<file path="src/rtl/mha_score_engine.sv">
// Attention score engine: stores SEQ_LEN key rows, then streams per-head Q.K dot products for each query.
// Optional macro SCORE_CAUSAL_MASK_EN forces scores with key index > query index to the negative limit.
module mha_score_engine #(
    parameter int SEQ_LEN   = 8,
    parameter int EMBED_DIM = 32,
    parameter int HEADS     = 4,
    parameter int DATA_W    = 16,
    parameter int ACC_W     = 40,
    parameter int SHIFT     = 6,
    localparam int HEAD_DIM = EMBED_DIM / HEADS,
    localparam int IDX_W    = (SEQ_LEN > 1) ? $clog2(SEQ_LEN) : 1,
    localparam int HW       = (HEADS > 1) ? $clog2(HEADS) : 1
) (
    input  logic                        clk,
    input  logic                        rst_n,
    input  logic                        clear,
    input  logic                        k_valid,
    output logic                        k_ready,
    input  logic [EMBED_DIM*DATA_W-1:0] k_data,
    input  logic                        q_valid,
    output logic                        q_ready,
    input  logic [EMBED_DIM*DATA_W-1:0] q_data,
    output logic                        s_valid,
    input  logic                        s_ready,
    output logic signed [DATA_W-1:0]    s_data,
    output logic [HW-1:0]               s_head,
    output logic [IDX_W-1:0]            s_key,
    output logic [IDX_W-1:0]            s_qidx,
    output logic                        s_last
);

    localparam int DW     = (HEAD_DIM > 1) ? $clog2(HEAD_DIM) : 1;
    localparam int EW     = (EMBED_DIM > 1) ? $clog2(EMBED_DIM) : 1;
    localparam int PROD_W = 2 * DATA_W;
    localparam logic signed [ACC_W-1:0] SAT_MAX = {{(ACC_W-DATA_W+1){1'b0}}, {(DATA_W-1){1'b1}}};
    localparam logic signed [ACC_W-1:0] SAT_MIN = {{(ACC_W-DATA_W+1){1'b1}}, {(DATA_W-1){1'b0}}};

    typedef enum logic [1:0] {
        LOAD_K,
        WAIT_Q,
        MAC,
        EMIT
    } state_t;

    state_t                    state_q, state_d;
    logic [IDX_W-1:0]          kCnt_q, kCnt_d;
    logic [IDX_W-1:0]          qIdx_q, qIdx_d;
    logic [HW-1:0]             head_q, head_d;
    logic [IDX_W-1:0]          key_q, key_d;
    logic [DW-1:0]             elem_q, elem_d;
    logic signed [ACC_W-1:0]   acc_q, acc_d;

    logic signed [DATA_W-1:0]  keyMem_q [SEQ_LEN][EMBED_DIM];
    logic signed [DATA_W-1:0]  qRow_q [EMBED_DIM];

    logic                      keyWrite;
    logic                      qLoad;
    logic                      maskHit;
    logic [EW-1:0]             elemIdx;
    logic signed [DATA_W-1:0]  kElem;
    logic signed [DATA_W-1:0]  qElem;
    logic signed [PROD_W-1:0]  product;
    logic signed [ACC_W-1:0]   accShift;
    logic signed [DATA_W-1:0]  satVal;

    assign keyWrite = (state_q == LOAD_K) && k_valid && !clear;
    assign qLoad    = (state_q == WAIT_Q) && q_valid && !clear;

    assign elemIdx  = EW'(int'(head_q) * HEAD_DIM + int'(elem_q));
    assign kElem    = keyMem_q[key_q][elemIdx];
    assign qElem    = qRow_q[elemIdx];
    assign product  = PROD_W'(kElem) * PROD_W'(qElem);

`ifdef SCORE_CAUSAL_MASK_EN
    assign maskHit  = (key_q > qIdx_q);
`else
    assign maskHit  = 1'b0;
`endif

    // Arithmetic shift of the raw dot product, then clamp into the signed DATA_W range.
    assign accShift = acc_q >>> SHIFT;
    always_comb begin
        satVal = accShift[DATA_W-1:0];
        if (accShift > SAT_MAX) begin
            satVal = SAT_MAX[DATA_W-1:0];
        end else if (accShift < SAT_MIN) begin
            satVal = SAT_MIN[DATA_W-1:0];
        end
    end

    assign s_valid = (state_q == EMIT);
    assign s_data  = (state_q != EMIT) ? '0 : (maskHit ? SAT_MIN[DATA_W-1:0] : satVal);
    assign s_head  = head_q;
    assign s_key   = key_q;
    assign s_qidx  = qIdx_q;
    assign s_last  = (state_q == EMIT) && (head_q == HW'(HEADS-1)) && (key_q == IDX_W'(SEQ_LEN-1));

    // Storage carries no reset: the key row counter alone decides which rows are valid.
    always_ff @(posedge clk) begin
        if (keyWrite) begin
            for (int e = 0; e < EMBED_DIM; e++) begin
                keyMem_q[kCnt_q][e] <= k_data[e*DATA_W +: DATA_W];
            end
        end
        if (qLoad) begin
            for (int e = 0; e < EMBED_DIM; e++) begin
                qRow_q[e] <= q_data[e*DATA_W +: DATA_W];
            end
        end
    end

    always_ff @(posedge clk or negedge rst_n) begin
        if (!rst_n) begin
            state_q <= LOAD_K;
            kCnt_q  <= '0;
            qIdx_q  <= '0;
            head_q  <= '0;
            key_q   <= '0;
            elem_q  <= '0;
            acc_q   <= '0;
        end else begin
            state_q <= state_d;
            kCnt_q  <= kCnt_d;
            qIdx_q  <= qIdx_d;
            head_q  <= head_d;
            key_q   <= key_d;
            elem_q  <= elem_d;
            acc_q   <= acc_d;
        end
    end

    always_comb begin
        state_d = state_q;
        kCnt_d  = kCnt_q;
        qIdx_d  = qIdx_q;
        head_d  = head_q;
        key_d   = key_q;
        elem_d  = elem_q;
        acc_d   = acc_q;
        k_ready = 1'b0;
        q_ready = 1'b0;

        unique case (state_q)
            LOAD_K: begin
                k_ready = 1'b1;
                if (k_valid) begin
                    if (kCnt_q == IDX_W'(SEQ_LEN-1)) begin
                        kCnt_d  = '0;
                        qIdx_d  = '0;
                        state_d = WAIT_Q;
                    end else begin
                        kCnt_d = kCnt_q + 1'b1;
                    end
                end
            end
            WAIT_Q: begin
                q_ready = 1'b1;
                if (q_valid) begin
                    head_d  = '0;
                    key_d   = '0;
                    elem_d  = '0;
                    acc_d   = '0;
                    state_d = MAC;
                end
            end
            MAC: begin
                if (maskHit) begin
                    state_d = EMIT;
                end else begin
                    acc_d = acc_q + ACC_W'(product);
                    if (elem_q == DW'(HEAD_DIM-1)) begin
                        elem_d  = '0;
                        state_d = EMIT;
                    end else begin
                        elem_d = elem_q + 1'b1;
                    end
                end
            end
            EMIT: begin
                if (s_ready) begin
                    acc_d   = '0;
                    state_d = MAC;
                    if (key_q == IDX_W'(SEQ_LEN-1)) begin
                        key_d = '0;
                        if (head_q == HW'(HEADS-1)) begin
                            head_d = '0;
                            if (qIdx_q == IDX_W'(SEQ_LEN-1)) begin
                                qIdx_d  = '0;
                                state_d = LOAD_K;
                            end else begin
                                qIdx_d  = qIdx_q + 1'b1;
                                state_d = WAIT_Q;
                            end
                        end else begin
                            head_d = head_q + 1'b1;
                        end
                    end else begin
                        key_d = key_q + 1'b1;
                    end
                end
            end
            default: state_d = LOAD_K;
        endcase

        // Abort wins over any handshake seen in the same cycle.
        if (clear) begin
            state_d = LOAD_K;
            kCnt_d  = '0;
            qIdx_d  = '0;
            head_d  = '0;
            key_d   = '0;
            elem_d  = '0;
            acc_d   = '0;
        end
    end

endmodule

</file>
<file path="config.mk">
export PLATFORM = sky130hd
export DESIGN_NAME = mha_score_engine
export DESIGN_NICKNAME = d
export VERILOG_FILES = /design/src/rtl/mha_score_engine.sv
export SDC_FILE = /design/constraint.sdc
export NUM_CORES = 2
export LEC_CHECK = 0
export ABC_CLOCK_PERIOD_IN_PS = 57100
export BUFFER_PORTS_ARGS = -buffer_cell sky130_fd_sc_hd__buf_2
export CAP_MARGIN = 30
export CORE_UTILIZATION = 35
export CTS_CLUSTER_DIAMETER = 100
export DETAILED_ROUTE_END_ITERATION = 7
export GPL_TIMING_DRIVEN = 0
export MAX_ROUTING_LAYER = met4
export PLACE_DENSITY = 0.51
export SYNTH_ARGS = -nofsm -noshare
export SYNTH_HDL_FRONTEND = slang
export SYNTH_MEMORY_MAX_BITS = 65536
export SYNTH_SLANG_ARGS = --single-unit
</file>
<file path="constraint.sdc">
create_clock -name clk -period 57.1 [get_ports clk]
set_input_delay 11.42 -clock clk [delete_from_list [all_inputs] [get_ports clk]]
set_output_delay 11.42 -clock clk [all_outputs]
set_load 0.1 [all_outputs]
</file>
Word level (Yosys, flattened, before mapping)
Memories as Yosys holds them, arrays and structs flattened.
Cells that the tools add are included.
{ "op_classes": {"n_div": 0, "n_addsub": 7, "eq_ne": 16, "n_bitwise": 1, "shift": 0, "reduce_logical": 21, "order_cmp": 3, "n_mux": 52, "multipliers": 1} }
{ "op_table": {"columns": ["operator", "count"], "rows": [
  ["2-to-1 mux 40 bit", 3],
  ["case mux 40 bit (3 select lines)", 1],
  ["binary-select mux 16 bit (select 5 bit)", 1],
  ["2-to-1 mux 16 bit", 5],
  ["2-to-1 mux 3 bit", 17],
  ["adder 40 x 32 -> 40 bit", 1],
  ["greater-than comparator 34 x 16 -> 1 bit, second input constant", 1],
  ["< comparator 34 x 16 -> 1 bit, second input constant", 1],
  ["multiplier 16 x 16 -> 32 bit", 1],
  ["2-to-1 mux 2 bit", 13],
  ["case mux 3 bit (2 select lines)", 3],
  ["adder 3 x 1 -> 3 bit, second input constant", 4],
  ["equality test 3 bit, second input constant", 4],
  ["!= test 3 x 2 -> 1 bit, second input constant", 4],
  ["!= test 3 bit, second input constant", 3],
  ["nonzero test 3 bit", 3],
  ["case mux 2 bit (4 select lines)", 1],
  ["2-to-1 mux 1 bit", 7],
  ["equality test 2 bit, second input constant", 3],
  ["greater-or-equal comparator 6 bit, second input constant", 1],
  ["logical AND 1 bit", 6],
  ["inverter 5 -> 6 bit", 1],
  ["AND reduction 3 bit", 2],
  ["AND reduction 6 bit", 1],
  ["other kinds (12)", 14]
]} }
{ "word_totals": {"mem_bits_ro": 0, "latchBits": 0, "inputBits": 1030, "mem_count": 2, "ram_bits": 4608, "register_bits": 56, "wordCells": 110} }
{ "memory_table": {"columns": ["name", "depth", "width", "rd", "rd_ports_with_merged_regs", "wr", "line", "text"], "rows": [
  ["keyMem_q", 8, 512, 1, 0, 1, "53", "logic signed [DATA_W-1:0] keyMem_q [SEQ_LEN][EMBED_DIM];"],
  ["qRow_q", 32, 16, 1, 0, 32, "54", "logic signed [DATA_W-1:0] qRow_q [EMBED_DIM];"]
]} }

Depth between registers and ports, before layout
{ "depth": {"depth_word": 9, "mapped_depth": 37} }

Worst setup path before layout
Ideal clock, no wire load.
{ "synth_path": {"path_kind": "input -> register", "startpoint": "input port clear", "endpoint": "memory keyMem_q[0][0] in the netlist's numbering, enable pin", "arrival_time_ps": 46388, "path_stages": 3, "path_slack_ps": 8697, "path_cell_list": "clkbuf_1 or3_1 nor3_1"} }
{ "synth_via": {"elab_chain_cells": 4} }
{ "synth_lines": {"columns": ["element", "line", "text"], "rows": [
  ["start, declared", "16", "input logic clear,"],
  ["zero test 1 bit", "66", "assign keyWrite = (state_q == LOAD_K) && k_valid && !clear;"],
  ["logical AND 1 bit", "66", null],
  ["2-to-1 mux 1 bit", "100", "if (keyWrite) begin"],
  ["2-to-1 mux 1 bit (not written as such)", "102", "keyMem_q[kCnt_q][e] <= k_data[e*DATA_W +: DATA_W];"],
  ["end, declared", "53", null]
]} }
No other way between the ends.

Worst setup path after layout
{ "layout_path": {"startpoint": "register state_q[0]", "endpoint": "output port s_data[11]"} }
{ "layout_via": {"elab_chain_cells": 2} }
{ "layout_lines": {"columns": ["element", "line", "text"], "rows": [
  ["start, declared", "45", "state_t state_q, state_d;"],
  ["start signal, assigned", "122", "state_q <= state_d;"],
  ["!= test 2 bit", "92", "assign s_data = (state_q != EMIT) ? '0 : (maskHit ? SAT_MIN[DATA_W-1:0] : satVal);"],
  ["2-to-1 mux 16 bit", "92", null],
  ["end, declared", "25", "output logic signed [DATA_W-1:0] s_data,"]
]} }
No other way between the ends.

==> results.md <==
Worst hold path
- Tightest Hold Check Type: reg2reg
- Worst Hold Path Cells: 2
- hold path startpoint: acc_q[5]

Synthesis
- cell type contributing the most total cell area after synthesis: edfxtp_1
- Syn Area/Cell: 23.0 um^2
- fraction of synthesis flops using an asynchronous set or reset pin: 0.0120
- area share of the largest cell type after synthesis: 0.730
- number of synthesized flops with an enable pin: 4,608
- Synth cell types: 70
- prevailing post-synth register cell: edfxtp_1
- number of instances in the synthesized netlist: 8,236
- flop and latch count out of synthesis: 4,664
- part of the Yosys area used for sequential elements: 0.738
- Ys Warns: 0
- Synth Net Count: 9,725
- top area cells in the synthesized netlist: edfxtp_1 (73%), mux4_2 (18%), fa_1 (3.5%), ha_1 (0.85%), inv_1 (0.75%)
- post-synth design cell area: 0.189 mm^2

Route
- remaining routing DRC violations: 0
- routed wire length per instance: 35.8 um
- DR iter-0 viols: 9,808
- detailed-router iteration count before antenna repair: 5
- via count: 96,300
- post-route antenna net violation count: 0
- total wire length: 651,000 um
- Via-to-Cell Ratio: 5.29

Global route
- Global Route met2 Usage: 0.393
- wire length of the first global-routing pass: 870,000 um
- global-route track usage on met1: 0.297
- vias in the first global route: 99,900
- global routing's busiest layer: met2
- routing usage on met3: 0.0685
- combined global-route utilization of all metal layers: 0.242
- total overflow reported by the global router: 0
- number of antenna violations at the first check in global routing: 434
- largest net degree at the start of global routing: 57

Placed design
- HPWL Detailed: 485,000 um
- Final Wtd Congestion: 0.840
- number of I/O port buffers: 1,057
- minimum setup slack after placement: 41.92 ns

STA
- number of pins with negative max-slew slack in the final report: 0
- unrepaired setup endpoints after global routing: false
- setup violators final: 0
- Final Critical Period: 15.54 ns
- final setup TNS: 0 ns
- transition time at the pin with the least slew margin: 1.13 ns
- Hold Fails Final Rpt: 0
- f_max: 64.4 MHz
- max_slew headroom: 0.244
- maximum clock skew at final layout: 0.0890 ns
- period utilization: 0.272
- Hold WS: 0.510 ns
- setup ws final: 41.56 ns

Finish
- most frequent standard cell in the layout excluding fill and tap cells: edfxtp_1
- most frequent cells in the layout: edfxtp_1 (4,608), mux4_2 (1,478), buf_2 (1,213)
- share of final-layout standard cells stronger than drive strength 1: 0.374
- number of nets in the final layout: 11,800
- signed area change from the synthesized netlist to the final layout: 21.0%
- final-layout fill cell count: 46,700

Outcome
- outcome: finished, final reports clean

CTS
- Post-CTS Hold Fix Bufs: 0
- clk sinks: 4,664
- buffers from clock root to sink, at most: 4
- Post-CTS Resized: 0
- Clock transition at path regs: 0.06 ns
- post-CTS setup buffer count: 0
- depth of the CTS H-tree: 6
- clock latency of the later-clocked register in the worst-skew pair: 1.07 ns
- number of buffers created by CTS: 528
- TritonCTS clock tree: yes
- root cell of the clock tree: clkbuf_16

Floorplanning
- die area: 0.544 mm^2
- height of the die: 738 um
- placeable core region: 0.538 mm^2
- effective utilization at floorplan: 0.352
- Die Width: 738 um
- I/O pin count: 1,058
- number of rows in the core area: 269

Critical path
- startpoint kind of the worst setup timing path: register
- maximum net fanout on the critical path: 10
- Worst R2R Path Depth: 34
- CP startpoint: state_q[0]
- category of the worst setup path capture point: output pin
- worst path bufs/invs: 4
- worst setup path class: reg2out
- Req. time, crit path: 45.68 ns
- stage delay of the slowest cell on the critical path: 0.74 ns
- critical register-to-register path startpoint: s_key[1]
- Levels on crit path: 7
- critical-path cell with the highest stage delay: ha_1
- cell type group with the largest total delay on the critical path: buffers and inverters
- Data arrival, critical path: 4.12 ns
- cells traversed along the worst timing path: ha_1 > inv_1 > a21oi_1 > buf_4 > clkbuf_1 > o21a_1 > buf_2

Flow run
- reported max-cap violation count: 0

Pwr
- leakage power figure: 75.3 nW
- fraction of power spent switching nets: 0.311
- maximum ir drop on the vdd rail: 0.117 mV
- internal power summed over all cells: 6.86 mW
- Net Sw Power: 3.10 mW
- sequential group share of total power: 0.390
- clock group share of total power: 0.329
- power density normalized to cell area: 43.4 mW/mm^2
- combinational share of power: 0.282

-- registers in the layout (all words and copies together), names as in the netlist --
signal,flops
s_key,3
qRow_q,512
acc_q,40
s_head,2
kCnt_q,3
s_qidx,3
elem_q,3
keyMem_q,4096
state_q,2
-- power by group through the flow --
| stage | sequential [mW] | clock, mW | combinational [mW] |
|---|---|---|---|
| floorplan | 4.04 | 0 | 1.98 |
| global placement | 4.17 | 0 | 2.74 |
| detailed placement | 3.95 | 0 | 2.80 |
| CTS | 3.88 | 3.33 | 2.82 |
| global route | 3.88 | 3.46 | 3.13 |
| finish | 3.88 | 3.27 | 2.81 |
-- per-stage QoR --
step	area [um^2]	utilization	cells	total power, mW
after floorplan	189000	-	8236	6.03
after global placement	204000	0.379	16500	6.91
after detailed placement	212000	0.394	17000	6.75
after CTS	228000	0.425	17900	10.0
after global routing	229000	0.426	18200	10.5
final	229000	0.426	18200	9.96
-- synth_stat cells (21+ instances only) --
cell,n
mux4_2,1478
inv_1,380
nand3_1,31
nand2_1,158
nor2_1,169
dfrtp_1,56
a21o_1,22
buf_2,126
mux2i_1,47
a21oi_1,57
buf_4,38
edfxtp_1,4608
o21ai_0,46
clkbuf_1,143
nor2b_1,32
o21a_1,21
nand2b_1,56
fa_1,330
buf_1,83
ha_1,129
-- worst reg2reg max path, delay by kind of cell, from the launching register on --
family	cells	cell delay, ns
multiplexers	3	1.46
buffers and inverters	10	2.93
AND/OR/NAND/NOR	5	1.10
XOR/XNOR	1	0.18
adder cells (fa/ha/maj)	7	3.28
flip-flops	1	0.51
AO/OA/AOI/OAI	8	2.76
-- worst paths after layout --
path | end | slack, ns
worst max-delay path | s_data[11] | 41.56
worst min-delay path | acc_q[5] | 0.51
worst max register to register | acc_q[39] | 44.74
worst min register to register | acc_q[5] | 0.51
max in group asynchronous | elem_q[1] | 46.00
min in group asynchronous | acc_q[7] | 10.47
-- cells by family after synthesis --
family / share of synthesized area
muxes: 0.178
adders and majority gates: 0.0434
buffers and inverters: 0.0171
xor gates and xnor gates: 0.00185
AOI/OAI and AO/OA: 0.00858
DFF: 0.738
and+or+nand+nor: 0.0129
-- routing by layer --
metal	wire [um]	share of wire
met5	0	0
met4	21700	0.033
met3	57500	0.088
met2	319000	0.49
met1	253000	0.39
-- cell type report --
class                   count  area, um^2  share of cell area
plain buffers             393        1890             0.00824
well taps                7181        8980              0.0392
diodes                    312         781             0.00341
flip-flops and latches   4664      140000               0.610
clock inverters           284        2790              0.0121
clock buffers             647       13800              0.0603
inverters                 382        1430             0.00625
multi-input cells        2797       46500               0.203
repair buffers           1539       13300              0.0580
Power figures use the tool's default switching activity.
